File: src/rtl/revaluate_seq_cu.sv
// revaluate_seq_cu -- multi-pass evaluation sequencer.
// On start it runs NUM_PASSES passes of READ -> START -> COUNT (-> NEXT),
// then pulses done for one cycle. Each COUNT phase ends when datapath_done
// is seen or when TIMEOUT_CYCLES cycles elapse, which ends the sequence
// with the sticky timeout_err flag set.
// Ports:
//   clk, rst          clock, synchronous active-high reset
//   start             sequence request (IDLE only)
//   datapath_done     current pass finished (COUNT only)
//   abort             cancel sequence, back to IDLE without done
//   dataset_reset     high in IDLE
//   read              high in READ
//   write             high in START and COUNT
//   count             high in COUNT
//   done              one-cycle pulse in DONE
//   busy              high in every state except IDLE
//   pass_idx          zero-based index of the current pass
//   timeout_err       sticky: last sequence ended by timeout
module revaluate_seq_cu #(
   parameter int NUM_PASSES     = 4,
   parameter int READ_CYCLES    = 1,
   parameter int TIMEOUT_CYCLES = 255
) (
   input  logic                                clk,
   input  logic                                rst,
   input  logic                                start,
   input  logic                                datapath_done,
   input  logic                                abort,
   output logic                                dataset_reset,
   output logic                                read,
   output logic                                write,
   output logic                                count,
   output logic                                done,
   output logic                                busy,
   output logic [$clog2(NUM_PASSES+1)-1:0]     pass_idx,
   output logic                                timeout_err
);

   localparam int PW = $clog2(NUM_PASSES + 1);
   localparam logic [PW-1:0] PASS_LAST = PW'(NUM_PASSES - 1);
   localparam logic [7:0]    READ_LAST = 8'(READ_CYCLES - 1);
   localparam logic [15:0]   TMO_LAST  = 16'(TIMEOUT_CYCLES - 1);

   typedef enum logic [2:0] {
      IDLE,
      READ,
      START,
      COUNT,
      NEXT,
      DONE
   } state_t;

   state_t          state_q, state_d;
   logic [PW-1:0]   pass_idx_q, pass_idx_d;
   logic            timeout_err_q, timeout_err_d;
   logic [7:0]      dwell_q, dwell_d;
   logic [15:0]     tmo_q, tmo_d;

   always_ff @(posedge clk) begin
      if (rst) begin
         state_q       <= IDLE;
         pass_idx_q    <= '0;
         timeout_err_q <= 1'b0;
         dwell_q       <= '0;
         tmo_q         <= '0;
      end else begin
         state_q       <= state_d;
         pass_idx_q    <= pass_idx_d;
         timeout_err_q <= timeout_err_d;
         dwell_q       <= dwell_d;
         tmo_q         <= tmo_d;
      end
   end

   always_comb begin
      state_d       = state_q;
      pass_idx_d    = pass_idx_q;
      timeout_err_d = timeout_err_q;
      dwell_d       = dwell_q;
      tmo_d         = tmo_q;

      // abort outranks every other transition; pass_idx and timeout_err hold
      if (state_q != IDLE && abort) begin
         state_d = IDLE;
      end else begin
         case (state_q)
            IDLE: begin
               // start together with abort is treated as no request
               if (start && !abort) begin
                  state_d       = READ;
                  pass_idx_d    = '0;
                  timeout_err_d = 1'b0;
                  dwell_d       = '0;
               end
            end
            READ: begin
               if (dwell_q == READ_LAST) begin
                  state_d = START;
               end else begin
                  dwell_d = dwell_q + 8'd1;
               end
            end
            START: begin
               state_d = COUNT;
               tmo_d   = '0;
            end
            COUNT: begin
               // datapath_done wins over a timeout expiring in the same cycle
               if (datapath_done) begin
                  state_d = (pass_idx_q == PASS_LAST) ? DONE : NEXT;
               end else if (tmo_q == TMO_LAST) begin
                  state_d       = DONE;
                  timeout_err_d = 1'b1;
               end else begin
                  tmo_d = tmo_q + 16'd1;
               end
            end
            NEXT: begin
               pass_idx_d = pass_idx_q + PW'(1);
               dwell_d    = '0;
               state_d    = READ;
            end
            DONE: begin
               state_d = IDLE;
            end
            default: begin
               state_d = IDLE;
            end
         endcase
      end
   end

   assign dataset_reset = (state_q == IDLE);
   assign read          = (state_q == READ);
   assign write         = (state_q == START) || (state_q == COUNT);
   assign count         = (state_q == COUNT);
   assign done          = (state_q == DONE);
   assign busy          = (state_q != IDLE);
   assign pass_idx      = pass_idx_q;
   assign timeout_err   = timeout_err_q;

endmodule

File: config.mk
export PLATFORM = sky130hd
export DESIGN_NAME = revaluate_seq_cu
export DESIGN_NICKNAME = d
export VERILOG_FILES = /design/src/rtl/revaluate_seq_cu.sv
export SDC_FILE = /design/constraint.sdc
export NUM_CORES = 1
export LEC_CHECK = 0
export ABC_AREA = 1
export ABC_CLOCK_PERIOD_IN_PS = 3300
export CAP_MARGIN = 15
export CORE_MARGIN = 2
export CORE_UTILIZATION = 55
export CTS_BUF_LIST = sky130_fd_sc_hd__clkbuf_8
export CTS_CLUSTER_DIAMETER = 150
export CTS_CLUSTER_SIZE = 20
export DETAILED_ROUTE_END_ITERATION = 10
export PLACE_DENSITY = 0.76
export SLEW_MARGIN = 20
export SYNTH_ARGS = -nofsm -noshare
export SYNTH_HDL_FRONTEND = slang
export SYNTH_SLANG_ARGS = --single-unit
export TNS_END_PERCENT = 100
File: constraint.sdc
create_clock -name clk -period 3.3 [get_ports clk]
set_input_delay 0.495 -clock clk [delete_from_list [all_inputs] [get_ports clk]]
set_output_delay 0.495 -clock clk [all_outputs]
set_load 0.01 [all_outputs]
# Word level (Yosys, flattened, before mapping)
# Index checks and enable logic that the tools add are counted.
# Widths: inputs -> output; s select.
dict set report op_classes {
  n_eq_ne 14
  muxes 18
  div 0
  n_reduce_logical 17
  mul 0
  n_shift 0
  order_cmp 0
  n_bitwise 1
  addsub 3
}
# cell n
set op_table {}
lappend op_table {{$mux 16} 2}
lappend op_table {{$pmux 16 s2} 1}
lappend op_table {{$pmux 8 s3} 1}
lappend op_table {{$add 16x1->16 const B} 1}
lappend op_table {{$eq 16x8->1 const B} 1}
lappend op_table {{$mux 8} 2}
lappend op_table {{$mux 3} 5}
lappend op_table {{$pmux 3 s5} 1}
lappend op_table {{$eq 3x2->1 const B} 3}
lappend op_table {{$add 8x1->8 const B} 1}
lappend op_table {{$logic_not 8->1} 1}
lappend op_table {{$reduce_and 4->1} 2}
lappend op_table {{$eq 3x3->1 const B} 2}
lappend op_table {{$ne 2x1->1 const B} 3}
lappend op_table {{$ne 2x2->1 const B} 3}
lappend op_table {{$pmux 3 s2} 1}
lappend op_table {{$reduce_and 3->1} 2}
lappend op_table {{$reduce_bool 2->1} 3}
lappend op_table {{$reduce_bool 3->1} 2}
lappend op_table {{$reduce_and 5->1} 1}
lappend op_table {{$mux 1} 4}
lappend op_table {{$add 3x1->3 const B} 1}
lappend op_table {{$eq 3x1->1 const B} 1}
lappend op_table {{$logic_not 3->1} 1}
lappend op_table {{7 further kinds} 8}
dict set report totals {
  elab_cells 58
  mem_bits_rw 0
  out_inout_bits 10
  latch_bits 0
  regBits 31
  input_bits 5
  romBits 0
  n_memories 0
}

# Longest topological paths before layout
dict set report logic_depth {
  ltp_word 4
  ltp_mapped 11
  depth_no_buf 10
}

# Least setup slack after synthesis
# No wires, ideal clock.
dict set report synth_path {
  path_kind {register -> register}
  startpoint {register state_q[1]}
  endpoint {register tmo_q[9]}
  required_ns 3.191
  setup_slack_ns 1.822
  n_path_buf 1
  arrival_ns 1.370
  setup_ns 0.109
  period_less_slack_ns 1.478
  stages_incl_launch_ff 11
  cell_sequence {dfxtp_1 -> inv_2 -> nor2_4 -> nand2_1 -> a21oi_4 -> nand2_1 -> buf_4 -> nand2_1 -> nand2_1 -> nand2_1 -> inv_1}
}
dict set report synth_between {
  elab_chain_len 4
}
# element line
set synth_rtl {}
lappend synth_rtl {{start, declared} 53} ;# state_t state_q, state_d;
lappend synth_rtl {{start signal, assigned} 67} ;# state_q <= state_d;
lappend synth_rtl {{parallel branches: the longest is 4 deep, another holds $reduce_and 4->1} n/a}
lappend synth_rtl {{end signal, assigned} 71} ;# tmo_q <= tmo_d;
lappend synth_rtl {{end, declared} 57} ;# logic [15:0] tmo_q, tmo_d;
# Parallel ways; which one is timed is not known.
# A chain may end at the register's enable or synchronous reset.

# Final worst setup path
dict set report layout_path {
  startpoint {register state_q[1]}
  endpoint {output port count}
}
dict set report layout_between {
  elab_chain_len 1
}
# element line
set layout_rtl {}
lappend layout_rtl {{$eq 3x2->1} 136} ;# assign count = (state_q == COUNT);
lappend layout_rtl {{end, declared} 32} ;# output logic count,
# Every way passes these cells.

==> flow_summary_export.csv <==
group,metric,value,unit
worst_setup_path,criticalPathCategory,"reg2out",
timing,setup_viol,0,
detailed_routing,routed-via-count,1900,
detailed_routing,final_antenna_net_count,0,
logic_synthesis,ys_seq_area_frac,0.323,
logic_synthesis,syn_area,1920,um2
logic_synthesis,syn_nets,321,
finish,fill_cells,321,
clock_network,post_cts.repair.setup_buffers,0,
hold_path,min_to,"timeout_err$_SDFFE_PP0P_",
clock_network,cts_buffer_depth,2,
finish,num_antenna_cells,0,
detailed_routing,drcViolationCount,0,
logic_synthesis,synth_mux_area_frac,0,
place,pre_cts_ws,1.13,ns
detailed_routing,routed_wirelength,4180,um
logic_synthesis,synthDistinctLibCells,29,
clock_network,cts_made_buffers,5,
finish,fin_nets,338,
floorplan,die_w,63.1,um
logic_synthesis,yosys.area_share.simple,0.408,
job,max_cap_viol_count,0,
worst_setup_path,r2r_cells,9,
power,switching_power,0.407,mW
finish,drive_above_1_share,0.0640,
power,ir_drop,0.360,mV
global_routing,grt_overflow_total,0,
finish,area_growth,14.7,%
global_routing,grt_max_degree,20,
clock_network,cts-resized-gates,0,
worst_setup_path,crit_path_end_kind,"primary output",
global_routing,grt_pass1_vias,1736,
place,io_buffer_count,14,
timing,fin_setup_tns,0,ns
floorplan,rows,21,
timing,rsz0062_at_grt,"false",
clock_network,cts_tree,"built",
power,p_clk_frac,0.292,
floorplan,io_pins,15,
floorplan,core,3340,um2
logic_synthesis,netlist_instances,310,
floorplan,die_y,63.1,um
global_routing,grt_pass1_wl,7240,um
place,gp_congestion,0.886,
power,powerDensity,512,nW/um2
clock_network,cts_hold_buf,0,
power,seq_power_share,0.380,
finish,final_cell_mix,"nand2_1, nor2_1, inv_1",
power,swShare,0.360,
finish,postLayoutCoreUtil,0.661,
logic_synthesis,synthAdderAreaFrac,0.0391,
global_routing,grt_usage,0.226,
clock_network,clkLatencyLatePin,0.29,ns
worst_setup_path,worstPathMaxFanout,11,
floorplan,fp.dieArea,3980,um2
clock_network,clock-sinks,31,
timing,worstMarginPinSlew,0.506,ns
global_routing,grt_antenna_before_repair,0,
hold_path,min_from,"timeout_err$_SDFFE_PP0P_",
clock_network,clk_pin_slew,0.06,ns
finish,stdcell_count,374,
logic_synthesis,yosys_warnings,0,
finish,final_area,2200,um2
logic_synthesis,synth_top_family_by_area,"simple AND/OR/NAND/NOR gates",
floorplan,initial_core_util,0.576,
place,dpl.hpwl,3050,um
worst_setup_path,rrSetupSlack,1.17,ns
timing,maxSlewViolCount,0,
detailed_routing,viasPerCell,5.08,
timing,final.period_utilization,0.755,
logic_synthesis,ys_ff_latch,31,
power,power.internal,0.722,mW
finish,final_common_cell,"nand2_1",
worst_setup_path,required,2.80,ns
worst_setup_path,critical_path_arrival,2.00,ns
hold_path,holdCritPathClass,"reg2reg",
timing,finalWorstSetupSlack,0.808,ns
logic_synthesis,avgSynthCellArea,6.20,um2
logic_synthesis,synth_compound_area_frac,0.120,
clock_network,cts-htree-levels,2,
timing,finalHoldViolCount,0,
timing,relSlewSlack,0.661,
timing,hold_slack,0.485,ns
detailed_routing,drtPass1Iterations,4,
clock_network,root_buffer,"clkbuf_8",
worst_setup_path,reg2reg_to,"tmo_q[2]$_SDFFE_PP0P_",
timing,fmax,401,MHz
power,total_power,1.13,mW
hold_path,whs_path_depth,2,
logic_synthesis,synth_xor_xnor_area_share,0.0182,
worst_setup_path,r2r_start,"state_q[1]$_SDFFE_PP0P_",
run_status,status,"complete, no violations",
timing,clock_skew,0.00421,ns
place,place_inst,366,
detailed_routing,drt_iter0_markers,94,
worst_setup_path,worst_setup_path_start_kind,"flip-flop",
power,pwr-share-comb,0.328,
place,placed_cell_area,2100,um2
detailed_routing,wl_per_cell,11.2,um
timing,period_minus_slack,2.49,ns
power,leakage,0.930,nW
-- how the worst max path moves through the flow --
stage	from	slack, ns	depth (start not counted)	to
floorplan	state_q[1]$_SDFFE_PP0P_	1.82	10	tmo_q[9]$_SDFFE_PP0P_
global placement	state_q[1]$_SDFFE_PP0P_	1.12	5	count
detailed placement	rst	1.13	7	state_q[1]$_SDFFE_PP0P_
CTS	state_q[1]$_SDFFE_PP0P_	0.81	5	count
global route	state_q[1]$_SDFFE_PP0P_	0.66	5	count
finish	state_q[1]$_SDFFE_PP0P_	0.81	5	count
-- cell type report --
cell class                      instances  area (um2)  share of cell area
Inverter                               41         155              0.0704
Clock inverter                          1        3.75             0.00170
Timing Repair Buffer                   15         148              0.0670
Clock buffer                            7        96.3              0.0437
Multi-Input combinational cell        233        1120               0.510
Tap cell                               46        57.6              0.0261
Sequential cell                        31         621               0.281
-- power by group through the flow --
stage	combinational [mW]	clock (mW)	sequential [mW]
finish	0.370	0.330	0.429
global route	0.417	0.352	0.432
CTS	0.371	0.336	0.428
detailed placement	0.367	0	0.436
global placement	0.361	0	0.436
floorplan	0.248	0	0.432
-- routing by layer --
metal	global-route usage	up-vias	wire [um]
li1	-	1020	-
met1	0.268	845	1910
met2	0.391	27	2070
met3	0.0446	8	130
met4	0.106	0	70
met5	0	-	0
-- cell families after synthesis --
family	count (synthesis)
AND/OR/NAND/NOR	181
buffers and inverters	46
AO/OA/AOI/OAI	42
flip-flops	31
adder cells (fa/ha/maj)	6
XOR/XNOR	4
-- sequential cells by signal, indices dropped and copies added (netlist names) --
name	cells
dwell_q	8
timeout_err	1
tmo_q	16
pass_idx	3
state_q	3
-- cell usage after synthesis --
cell type | instances | area, um2
xor2_1 | 2 | 17.5
xnor2_1 | 2 | 17.5
o21bai_1 | 3 | 22.5
inv_2 | 5 | 18.8
nand2_2 | 1 | 6.26
dfxtp_1 | 31 | 621
nor2_4 | 1 | 11.3
a21oi_4 | 1 | 16.3
or2_2 | 1 | 6.26
a21oi_1 | 24 | 120
o22ai_1 | 1 | 6.26
nand3_2 | 1 | 10.0
clkinv_1 | 2 | 7.51
buf_4 | 1 | 7.51
nand3b_1 | 2 | 15.0
nor3_1 | 7 | 35.0
nand4_1 | 4 | 25.0
o21ai_1 | 9 | 45.0
nor3_2 | 1 | 10.0
nor3b_1 | 3 | 22.5
nand3_4 | 1 | 17.5
clkbuf_1 | 4 | 15.0
nand3_1 | 22 | 110
nor2_1 | 42 | 158
clkinv_2 | 1 | 5.00
o21ai_0 | 4 | 20.0
ha_1 | 6 | 75.1
nand2_1 | 95 | 357
inv_1 | 33 | 124
-- critical path: stages (launching register included) --
cell and delay (ns):
dfxtp_1 0.46, inv_2 0.07, nor2_4 0.12, nand2_1 0.26
clkinv_2 0.23, clkdlybuf4s50_1 0.56
Note: power is estimated with default switching activity, not from simulation.
